===== config.mk =====
export PLATFORM = sky130hd
export DESIGN_NAME = lh_event_scheduler_flat
export DESIGN_NICKNAME = d
export VERILOG_FILES = /design/src/rtl/lh_pkg.sv /design/src/rtl/lh_event_scheduler_if.sv /design/src/rtl/lh_event_fifo.sv /design/src/rtl/lh_event_scheduler.sv /design/src/flat_wrapper.sv
export SDC_FILE = /design/constraint.sdc
export NUM_CORES = 1
export LEC_CHECK = 0
export BUFFER_PORTS_ARGS = -buffer_cell sky130_fd_sc_hd__buf_2
export CAP_MARGIN = 10
export CORE_UTILIZATION = 60
export CTS_CLUSTER_DIAMETER = 50
export CTS_CLUSTER_SIZE = 30
export DETAILED_ROUTE_END_ITERATION = 7
export GPL_TIMING_DRIVEN = 0
export PLACE_DENSITY = 0.79
export SLEW_MARGIN = 0
export SYNTH_ARGS = -nofsm -noshare
export SYNTH_HDL_FRONTEND = slang
export SYNTH_SLANG_ARGS = --single-unit

===== constraint.sdc =====
create_clock -name clk -period 6.4 [get_ports clk]
set_input_delay 0.96 -clock clk [delete_from_list [all_inputs] [get_ports clk]]
set_output_delay 0.96 -clock clk [all_outputs]
set_load 0.05 [all_outputs]

===== src/rtl/lh_pkg.sv =====
// lh_pkg: shared constants, event record and round-robin pick for the lighthouse event scheduler
package lh_pkg;
  localparam int LH_ID_W = 3;
  localparam int LH_TS_W = 32;
  localparam int LH_PW_W = 16;
  localparam int LH_MAX_N = 1 << LH_ID_W;
  typedef struct packed {
    logic [LH_ID_W-1:0] id;
    logic [LH_TS_W-1:0] ts;
    logic [LH_PW_W-1:0] pw;
  } lh_event_t;
  // First set bit of pend at or after ptr, wrapping within n channels; 0 when pend is empty.
  // Scanning offsets downward lets the smallest offset overwrite the result last.
  function automatic logic [LH_ID_W-1:0] lh_rr_pick(input logic [LH_MAX_N-1:0] pend,
                                                    input logic [LH_ID_W-1:0] ptr, input int n);
    int idx;
    lh_rr_pick = '0;
    for (int k = LH_MAX_N - 1; k >= 0; k--) begin
      idx = int'(ptr) + k;
      if (idx >= n) idx = idx - n;
      if (k < n && pend[idx[LH_ID_W-1:0]]) lh_rr_pick = idx[LH_ID_W-1:0];
    end
  endfunction
endpackage


===== src/rtl/lh_event_scheduler_if.sv =====
// lh_event_scheduler_if: capture strobes into, and FIFO readout out of, the event scheduler
// master drives evt_valid/evt_ts/evt_pw and rd_ready; slave returns rd_valid and the FWFT head rd_data.
interface lh_event_scheduler_if
  import lh_pkg::*;
#(
  parameter int N_SENSORS = 5,
  parameter int TS_W = LH_TS_W,
  parameter int PW_W = LH_PW_W
);
  logic [N_SENSORS-1:0] evt_valid;
  logic [N_SENSORS*TS_W-1:0] evt_ts;
  logic [N_SENSORS*PW_W-1:0] evt_pw;
  logic rd_ready;
  logic rd_valid;
  logic [LH_ID_W+TS_W+PW_W-1:0] rd_data;
  modport master (output evt_valid, evt_ts, evt_pw, rd_ready, input rd_valid, rd_data);
  modport slave (input evt_valid, evt_ts, evt_pw, rd_ready, output rd_valid, rd_data);
endinterface


===== src/rtl/lh_event_fifo.sv =====
// lh_event_fifo: first-word-fall-through FIFO; head shows on dout whenever not empty, zero when empty
// Ports: clk, rst_n (async active-low); flush empties synchronously; push/din write the tail;
//        pop advances the head (ignored when empty); full, empty, fill report occupancy 0..DEPTH.
module lh_event_fifo #(
  parameter int W = 51,
  parameter int DEPTH = 16
) (
  input  logic clk,
  input  logic rst_n,
  input  logic flush,
  input  logic push,
  input  logic pop,
  input  logic [W-1:0] din,
  output logic [W-1:0] dout,
  output logic full,
  output logic empty,
  output logic [$clog2(DEPTH):0] fill
);
  localparam int AW = $clog2(DEPTH);
  logic [W-1:0] mem [DEPTH];
  logic [AW-1:0] wr_ptr, rd_ptr;
  logic do_push, do_pop;
  assign empty = fill == '0;
  assign full = fill == (AW+1)'(DEPTH);
  assign do_pop = pop & ~empty;
  // At full the entry being popped is exactly the one overwritten, so a same-edge push is safe.
  assign do_push = push & (~full | do_pop);
  assign dout = empty ? '0 : mem[rd_ptr];
  always_ff @(posedge clk or negedge rst_n)
    if (!rst_n) begin
      wr_ptr <= '0;
      rd_ptr <= '0;
      fill <= '0;
    end else if (flush) begin
      wr_ptr <= '0;
      rd_ptr <= '0;
      fill <= '0;
    end else begin
      wr_ptr <= wr_ptr + AW'(do_push);
      rd_ptr <= rd_ptr + AW'(do_pop);
      fill <= fill + (AW+1)'(do_push) - (AW+1)'(do_pop);
    end
  always_ff @(posedge clk)
    if (do_push && !flush) mem[wr_ptr] <= din;
endmodule


===== src/rtl/lh_event_scheduler.sv =====
// lh_event_scheduler: round-robin arbiter moving per-channel lighthouse pulse captures into a shared FWFT FIFO
// Ports: clk, rst_n (async active-low); enable gates capture; flush clears pending slots, FIFO and pointer;
//        bus (slave) carries per-channel strobes/timestamps/widths in and the FIFO head/handshake out;
//        fill is FIFO occupancy; ovr holds sticky per-channel overruns, cleared by write-1 ovr_clr.
module lh_event_scheduler
  import lh_pkg::*;
#(
  parameter int N_SENSORS = 5,
  parameter int TS_W = LH_TS_W,
  parameter int PW_W = LH_PW_W,
  parameter int DEPTH = 16
) (
  input  logic clk,
  input  logic rst_n,
  input  logic enable,
  input  logic flush,
  lh_event_scheduler_if.slave bus,
  output logic [$clog2(DEPTH):0] fill,
  output logic [N_SENSORS-1:0] ovr,
  input  logic [N_SENSORS-1:0] ovr_clr
);
  localparam int W = LH_ID_W + TS_W + PW_W;
  logic [N_SENSORS-1:0] pend, cap, gmask, ovr_set;
  logic [LH_MAX_N-1:0] pend_x;
  logic [TS_W-1:0] slot_ts [N_SENSORS];
  logic [PW_W-1:0] slot_pw [N_SENSORS];
  logic [LH_ID_W-1:0] rr_ptr, gid;
  logic full, empty, pop, grant;
  logic [W-1:0] din;
  assign pop = bus.rd_ready & ~empty;
  assign cap = enable ? bus.evt_valid : '0;
  assign bus.rd_valid = ~empty;
  always_comb begin
    pend_x = '0;
    pend_x[N_SENSORS-1:0] = pend;
    gid = lh_rr_pick(pend_x, rr_ptr, N_SENSORS);
    grant = |pend & (~full | pop);
    for (int i = 0; i < N_SENSORS; i++) gmask[i] = grant && int'(gid) == i;
    // A channel granted this edge hands its old value to the FIFO, so a fresh strobe is no overrun.
    ovr_set = cap & pend & ~gmask & {N_SENSORS{~flush}};
    din = {gid, slot_ts[gid], slot_pw[gid]};
  end
  always_ff @(posedge clk or negedge rst_n)
    if (!rst_n) begin
      pend <= '0;
      rr_ptr <= '0;
      ovr <= '0;
      for (int i = 0; i < N_SENSORS; i++) begin
        slot_ts[i] <= '0;
        slot_pw[i] <= '0;
      end
    end else begin
      ovr <= (ovr & ~ovr_clr) | ovr_set;
      if (flush) begin
        pend <= '0;
        rr_ptr <= '0;
      end else begin
        pend <= (pend & ~gmask) | cap;
        if (grant) rr_ptr <= (int'(gid) == N_SENSORS - 1) ? '0 : gid + LH_ID_W'(1);
        for (int i = 0; i < N_SENSORS; i++)
          if (cap[i]) begin
            slot_ts[i] <= bus.evt_ts[i*TS_W +: TS_W];
            slot_pw[i] <= bus.evt_pw[i*PW_W +: PW_W];
          end
      end
    end
  lh_event_fifo #(.W(W), .DEPTH(DEPTH)) u_fifo (
    .clk(clk),
    .rst_n(rst_n),
    .flush(flush),
    .push(grant),
    .pop(pop),
    .din(din),
    .dout(bus.rd_data),
    .full(full),
    .empty(empty),
    .fill(fill)
  );
endmodule


===== src/flat_wrapper.sv =====
// flat-port wrapper written by rule: the top's interface ports become plain ports
module lh_event_scheduler_flat import lh_pkg::*;
#(
  parameter int N_SENSORS = 5,
  parameter int TS_W = LH_TS_W,
  parameter int PW_W = LH_PW_W,
  parameter int DEPTH = 16
)
  (clk, rst_n, enable, flush, fill, ovr, ovr_clr, bus_evt_valid, bus_evt_ts, bus_evt_pw, bus_rd_ready, bus_rd_valid, bus_rd_data);
  lh_event_scheduler_if #(.N_SENSORS(N_SENSORS), .TS_W(TS_W), .PW_W(PW_W)) bus_i ();
  input  logic clk;
  input  logic rst_n;
  input  logic enable;
  input  logic flush;
  output logic [$clog2(DEPTH):0] fill;
  output logic [N_SENSORS-1:0] ovr;
  input  logic [N_SENSORS-1:0] ovr_clr;
  input wire logic [$bits(bus_i.evt_valid)-1:0] bus_evt_valid;
  input wire logic [$bits(bus_i.evt_ts)-1:0] bus_evt_ts;
  input wire logic [$bits(bus_i.evt_pw)-1:0] bus_evt_pw;
  input wire logic [$bits(bus_i.rd_ready)-1:0] bus_rd_ready;
  output wire logic [$bits(bus_i.rd_valid)-1:0] bus_rd_valid;
  output wire logic [$bits(bus_i.rd_data)-1:0] bus_rd_data;
  assign bus_i.evt_valid = bus_evt_valid;
  assign bus_i.evt_ts = bus_evt_ts;
  assign bus_i.evt_pw = bus_evt_pw;
  assign bus_i.rd_ready = bus_rd_ready;
  assign bus_rd_valid = bus_i.rd_valid;
  assign bus_rd_data = bus_i.rd_data;
  lh_event_scheduler #(.N_SENSORS(N_SENSORS), .TS_W(TS_W), .PW_W(PW_W), .DEPTH(DEPTH)) u_core (.clk(clk), .rst_n(rst_n), .enable(enable), .flush(flush), .bus(bus_i), .fill(fill), .ovr(ovr), .ovr_clr(ovr_clr));
endmodule

# [Yosys cells after proc, flatten, opt, wreduce, memory -nomap -nowiden]
# Memories as Yosys holds them, arrays and structs flattened.
# Index checks and enable logic that the tools add are counted.
[word_totals] ff_bits=266 elab_cells=119 mem_count=1 ram_bits=816 out_inout_bits=62
[classes] order_cmp=11 n_addsub=14 n_bitwise=19 reduce_logical=16 eq_ne=5 n_mux=37
[memory_table] name="u_core.u_fifo.mem" words=16 width=51 rd=1 rd_clocked_by_memory_dff=0 write_ports=1 line_no="lh_event_fifo.sv:20" rtl="logic [W-1:0] mem [DEPTH];"
[ops] op="$bmux W32 S3" n=1
[ops] op="$mux W32" n=2
[ops] op="$mux W51" n=1
[ops] op="$bmux W16 S3" n=1
[ops] op="$mux W3" n=13
[ops] op="$mux W16" n=2
[ops] op="$and A5 B5 Y5" n=5
[ops] op="$lt A3 B4 Y1 const B" n=5
[ops] op="$ge A4 B3 Y1 const B" n=4
[ops] op="$bmux W1 S3" n=5
[ops] op="$mux W5" n=3
[ops] op="$sub A3 B3 Y3 const B" n=5
[ops] op="$not A5 Y5" n=2
[ops] op="$or A5 B5 Y5" n=2
[ops] op="$reduce_and A2 Y1" n=5
[ops] op="$eq A3 B3 Y1 const B" n=3
[ops] op="$add A3 B2 Y4 const B" n=2
[ops] op="$add A4 B1 Y4" n=2
[ops] op="$mux W4" n=2
[ops] op="$mux W1" n=7
[ops] op="$logic_and A1 B1 Y1" n=6
[ops] op="$add A5 B1 Y5" n=1
[ops] op="$eq A5 B5 Y1 const B" n=1
[ops] op="$logic_not A5 Y1" n=1
[ops] op="15 further kinds" n=21

# [Depth between registers and ports, before layout]
[depth] ltp_word=16 depth_mapped=19

# [Hierarchy]
# From an unflattened synthesis, not the netlist that was laid out.
[unflattened] hier_cells=2395 hier_area_um2=44387.6
[by_module_without_submodules] module="lh_event_fifo" area_each_um2=31834.3 instances=1 cells_per_inst=1386 seq_area_each_um2=24828.8
[by_module_without_submodules] module="lh_event_scheduler" area_each_um2=12553.3 instances=1 cells_per_inst=1009 seq_area_each_um2=6331.1

# [Least setup slack after synthesis]
# OpenSTA, ideal clock, no wires.
[synth_path] path_type="register to register" from="register u_core.u_fifo.fill[2]" to="memory u_core.u_fifo.mem[0][0] (enable)" path_stages_with_launch=9 n_path_buf=0 t_arrival_ns=5.515 required_time_ns=5.878 slack_ns=0.363 cell_sequence="dfrtp_1 > inv_1 > ha_1 > nand2_1 > nor3b_1 > o21bai_1 > or2_2 > or3_1 > nor3_1"
[synth_via] elab_chain_cells=9
[synth_rtl] item="start: declaration" line_no="lh_event_fifo.sv:17" rtl="output logic [$clog2(DEPTH):0] fill"
[synth_rtl] item="start signal: assignment" line_no="lh_event_fifo.sv:41" rtl="fill <= fill + (AW+1)'(do_push) - (AW+1)'(do_pop);"
[synth_rtl] item="$logic_not A5 Y1" line_no="lh_event_fifo.sv:23" rtl="assign empty = fill == '0;"
[synth_rtl] item="$not A1 Y1" line_no="lh_event_fifo.sv:25, lh_event_scheduler.sv:30"
[synth_rtl] item="$and A1 B1 Y1" line_no="lh_event_scheduler.sv:30" rtl="assign pop = bus.rd_ready & ~empty;"
[synth_rtl] item="$or A1 B1 Y1 / $and A1 B1 Y1 (equally long branches)" line_no="lh_event_scheduler.sv:37, lh_event_fifo.sv:25"
[synth_rtl] item="$and A1 B1 Y1 / $or A1 B1 Y1 (equally long branches)" line_no="lh_event_scheduler.sv:37, lh_event_fifo.sv:27"
[synth_rtl] item="$and A1 B1 Y1 (*)" line_no="lh_event_fifo.sv:27" rtl="assign do_push = push & (~full | do_pop);"
[synth_rtl] item="$logic_and A1 B1 Y1 (*)" line_no="lh_event_fifo.sv:44" rtl="if (do_push && !flush) mem[wr_ptr] <= din;"
[synth_rtl] item="$mux W1 (*)" line_no="lh_event_fifo.sv:44"
[synth_rtl] item="$mux W1 (implied by the code) (*)" line_no="lh_event_fifo.sv:44"
[synth_rtl] item="end: declaration" line_no="lh_event_fifo.sv:20"
# Every way passes the cells marked *; elsewhere a longest branch is shown, timed or not.

# [Worst setup path in the final report]
[layout_path] from="register u_core.rr_ptr[1]" to="memory u_core.u_fifo.mem[0][3] (data pin)"
[layout_via] elab_chain_cells=14
[layout_rtl] item="start: declaration" line_no="lh_event_scheduler.sv:27" rtl="logic [LH_ID_W-1:0] rr_ptr, gid;"
[layout_rtl] item="start signal: assignment" line_no="lh_event_scheduler.sv:59" rtl="if (grant) rr_ptr <= (int'(gid) == N_SENSORS - 1) ? '0 : gid + LH_ID_W'(1);"
[layout_rtl] item="$add A3 B3 Y4" line_no="lh_pkg.sv:19" rtl="idx = int'(ptr) + k;"
[layout_rtl] item="$ge A4 B3 Y1 / $sub A3 B3 Y3 (equally long branches)" line_no="lh_pkg.sv:20" rtl="if (idx >= n) idx = idx - n;"
[layout_rtl] item="$mux W3" line_no="lh_pkg.sv:20"
[layout_rtl] item="$bmux W1 S3" line_no="lh_pkg.sv:21" rtl="if (k < n && pend[idx[LH_ID_W-1:0]]) lh_rr_pick = idx[LH_ID_W-1:0];"
[layout_rtl] item="$mux W1 (implied by the code)" line_no="lh_pkg.sv:21"
[layout_rtl] item="$mux W3 (4 in series)" line_no="lh_pkg.sv:21"
[layout_rtl] item="$mux W3 (*)" line_no="lh_pkg.sv:21"
[layout_rtl] item="$not A3 Y4 (implied by the code) (*)" line_no="lh_event_scheduler.sv:41" rtl="din = {gid, slot_ts[gid], slot_pw[gid]};"
[layout_rtl] item="$bmux W16 S3 (*)" line_no="lh_event_scheduler.sv:41"
[layout_rtl] item="$mux W16 (implied by the code) (*) (2 in series)" line_no="lh_event_scheduler.sv:41"
[layout_rtl] item="named net u_core.din[3]" line_no="lh_event_scheduler.sv:29" rtl="logic [W-1:0] din;"
# The timed path passes the listed nets; every way through them passes the cells marked *. The select of a mux whose other input is x is not followed.

==> out/results.tsv <==
metric	value	unit
area_delta_synth_final	16.91	%
rows	99	
crit_required	6.68	ns
sw_frac_of_total	0.4023	
cts_buffers	86	
vias	25710	
slew_violations	0	
wl	124500	um
post-place-cells	3692	
fin_cells	3875	
p_int	0.01910	W
antenna_found_initial	26	
synthArstFlopShare	0.2458	
final_common_cell	edfxtp_1	
finalHoldViolCount	0	
vdd_ir_drop_max	488.2	uV
cts_root_buf	clkbuf_16	
postRouteAntennaNets	0	
layout_common_cells	edfxtp_1, buf_2, dfrtp_1	
drive_gt1_frac	0.3955	
route.detailed.drc	12	
cp-start-kind	flip-flop	
fp.coreArea	0.07308	mm^2
clk_pin_slew_worst_paths	0.09	ns
synthDistinctLibCells	64	
gp_congestion	0.9436	
grt_pass1_wl	177500	um
setup_viol	0	
grt_use_total	0.3333	
htree_levels	3	
clock-sinks	1082	
fin_skew	0.04496	ns
p_clk_frac	0.184	
synth_area	0.04437	mm^2
gr-total-overflow	0	
tightest_slew	1.282	ns
post_dp_cell_area	0.04853	mm^2
crit_type	flip-flop to flip-flop	
dr.pass1.iters	7	
rsz0062_at_grt	no	
fin_crit	6.107	ns
worstSkewPairLatency	0.68	ns
io_buffers	316	
design_area	0.05187	mm^2
seqPwrFrac	0.384	
start_util	0.6071	
ys_warn_count	0	
status	finished, violations left	
reg2reg_depth	16	
combPwrFrac	0.432	
drt_iter0_markers	2718	
p_switching	0.01285	W
crit_chain	buf_2 > inv_1 > ha_1 > buf_2 > buf_1 > mux4_2 > nand2_1 > a2bb2oi_1 > and2_1 > nand2_1 > a311oi_2 > a21o_1 > buf_6 > clkbuf_1 > a211oi_1 > a211oi_2	
cts.path.max_buffers	3	
critPathSlowestCell	a211oi_2	
cap_violations	0	
maxSlewHeadroom	0.1435	
power_leakage	18.22	nW
synthCells	2344	
vias_per_cell	6.635	
grt_pass1_vias	26870	
finish.net_count	3099	
synth_edf_count	816	
routedWlPerCell	32.13	um
fin_crit_sh	0.9542	
yosys_register_bits	1082	
grt_start_max_net_pins	126	
synth_nets	2620	
die_h	273.9	um
fmax	163.7	MHz
dieArea	0.07504	mm^2
crit_fanout	16	
syn_avg_cell_area	18.93	um^2
ios	317	
crit_arrival	6.39	ns
cp_slowest_stage_delay	1.09	ns
die_w	273.9	um
dp_hpwl	80600	um
synth_ff_type	edfxtp_1	
cellPowerDensity	616.1	mW/mm^2
end_kind	flip-flop	
violations	design-rule violations	
yosysSeqAreaShare	0.7023	
hold_class	primary input to asynchronous set/reset pin	
cts_tree	yes	
==> routing by layer <==
metal,GRT usage,up-vias,part of all wire
met4,0.1560,10,0.048
met5,0,-,0.00047
met3,0.05692,343,0.091
met2,0.5722,1739,0.51
met1,0.4157,13280,0.35
li1,-,10340,-
==> worst paths after layout <==
path | start | end | slack [ns]
max in group asynchronous | rst_n | u_core.slot_pw[71] | 4.76
hold / removal | rst_n | u_core.slot_ts[116] | 0.17
min in group clk | ovr_clr[0] | u_core.ovr[0] | 0.49
setup / recovery | u_core.rr_ptr[1] | u_core.u_fifo.mem[0][3] | 0.29
setup reg to reg | u_core.rr_ptr[1] | u_core.u_fifo.mem[0][3] | 0.29
hold reg to reg | u_core.slot_pw[29] | u_core.slot_pw[29] | 0.51
==> state kept, by name (all words and copies together) (netlist names) <==
name and flops:
u_core.u_fifo.wr_ptr 4, u_core.slot_pw 80, u_core.rr_ptr 3, u_core.pend 5
u_core.ovr 5, u_core.slot_ts 160, u_core.u_fifo.rd_ptr 4, u_core.u_fifo.mem 816
u_core.u_fifo.fill 5
==> Yosys cell counts, drive strengths merged, types with 2 or more instances <==
library cell  instances  share of area
edfxtp              816           0.55
dfrtp               266           0.15
mux4                258           0.13
mux2                242          0.061
a211oi              145          0.025
clkbuf               91         0.0077
nor2                 88         0.0074
inv                  71         0.0060
nor2b                67         0.0094
buf                  58         0.0074
mux2i                53          0.012
nand2                24         0.0020
o21ai                21         0.0024
ha                   19         0.0054
a21oi                16         0.0021
nand3                11         0.0012
nor3                  9         0.0010
o22ai                 8         0.0011
a21o                  6         0.0010
or4                   6         0.0011
xnor2                 6         0.0012
nand2b                5        0.00071
o31ai                 5        0.00085
or3                   5        0.00071
nor4                  4        0.00056
xor2                  4        0.00079
a31oi                 3        0.00042
and3                  3        0.00042
o21a                  3        0.00054
a221oi                2        0.00039
a22oi                 2        0.00034
fa                    2        0.00090
nor3b                 2        0.00034
o21bai                2        0.00034
or2                   2        0.00028
==> power groups by stage <==
stage | registers (W) | clock network, W | logic [W]
finish | 0.0123 | 0.00588 | 0.0138
floorplan | 0.0123 | 0 | 0.00786
global route | 0.0123 | 0.00613 | 0.0143
global placement | 0.0125 | 0 | 0.0115
detailed placement | 0.0124 | 0 | 0.0131
CTS | 0.0122 | 0.00589 | 0.0134
==> logic make-up (layout without fill, tap and decap cells) <==
| family | after synthesis | in the layout | share of synthesized area |
|---|---|---|---|
| DFF | 1082 | 1082 | 0.7023 |
| muxes | 553 | 553 | 0.2043 |
| and+or+nand+nor | 231 | 231 | 0.02620 |
| AOI/OAI and AO/OA | 226 | 226 | 0.03759 |
| buffers and inverters | 221 | 772 | 0.02132 |
| adders and majority gates | 21 | 21 | 0.006261 |
| xor gates and xnor gates | 10 | 10 | 0.001974 |
| other | 0 | 21 | 0 |
==> critical path, delay by kind of cell (launching register included) <==
kind	cells	cell delay, ns
adders and majority gates	1	0.33
AOI/OAI and AO/OA	5	2.21
DFF	1	0.50
buffers and inverters	6	1.80
muxes	1	0.39
and+or+nand+nor	3	0.50
==> repair_timing <==
item,4_1_cts,5_1_grt
hold buffers,0,0
buffers inserted,0,2
endpoints found under the setup margin,84,441
resized for setup,6,8
==> per-stage QoR <==
stage                     hold slack, ns  TNS [ns]  total power [W]  utilization  worst slack [ns]
after floorplan                   0.4787         0          0.02019            -            0.3629
after global placement            0.4865  -1618.13          0.02401       0.6451            -4.312
after detailed placement          0.4930    -7.860          0.02545       0.6640           -0.3449
after CTS                         0.1670         0          0.03154       0.7080          0.008400
after global routing              0.1951         0          0.03277       0.7097           0.09911
final                             0.1720         0          0.03196       0.7097            0.2928
==> cell type report <==
type / count / area, um^2
diodes: 21 / 52.55
plain buffers: 149 / 670.6
clock buffers: 93 / 2253
clock inverters: 67 / 918.4
fillers: 4267 / 21210
inverters: 72 / 279.0
multi-input cells: 1041 / 12650
flip-flops and latches: 1082 / 31160
well taps: 959 / 1200
repair buffers: 391 / 2680
(Power assumes the default switching activity.)
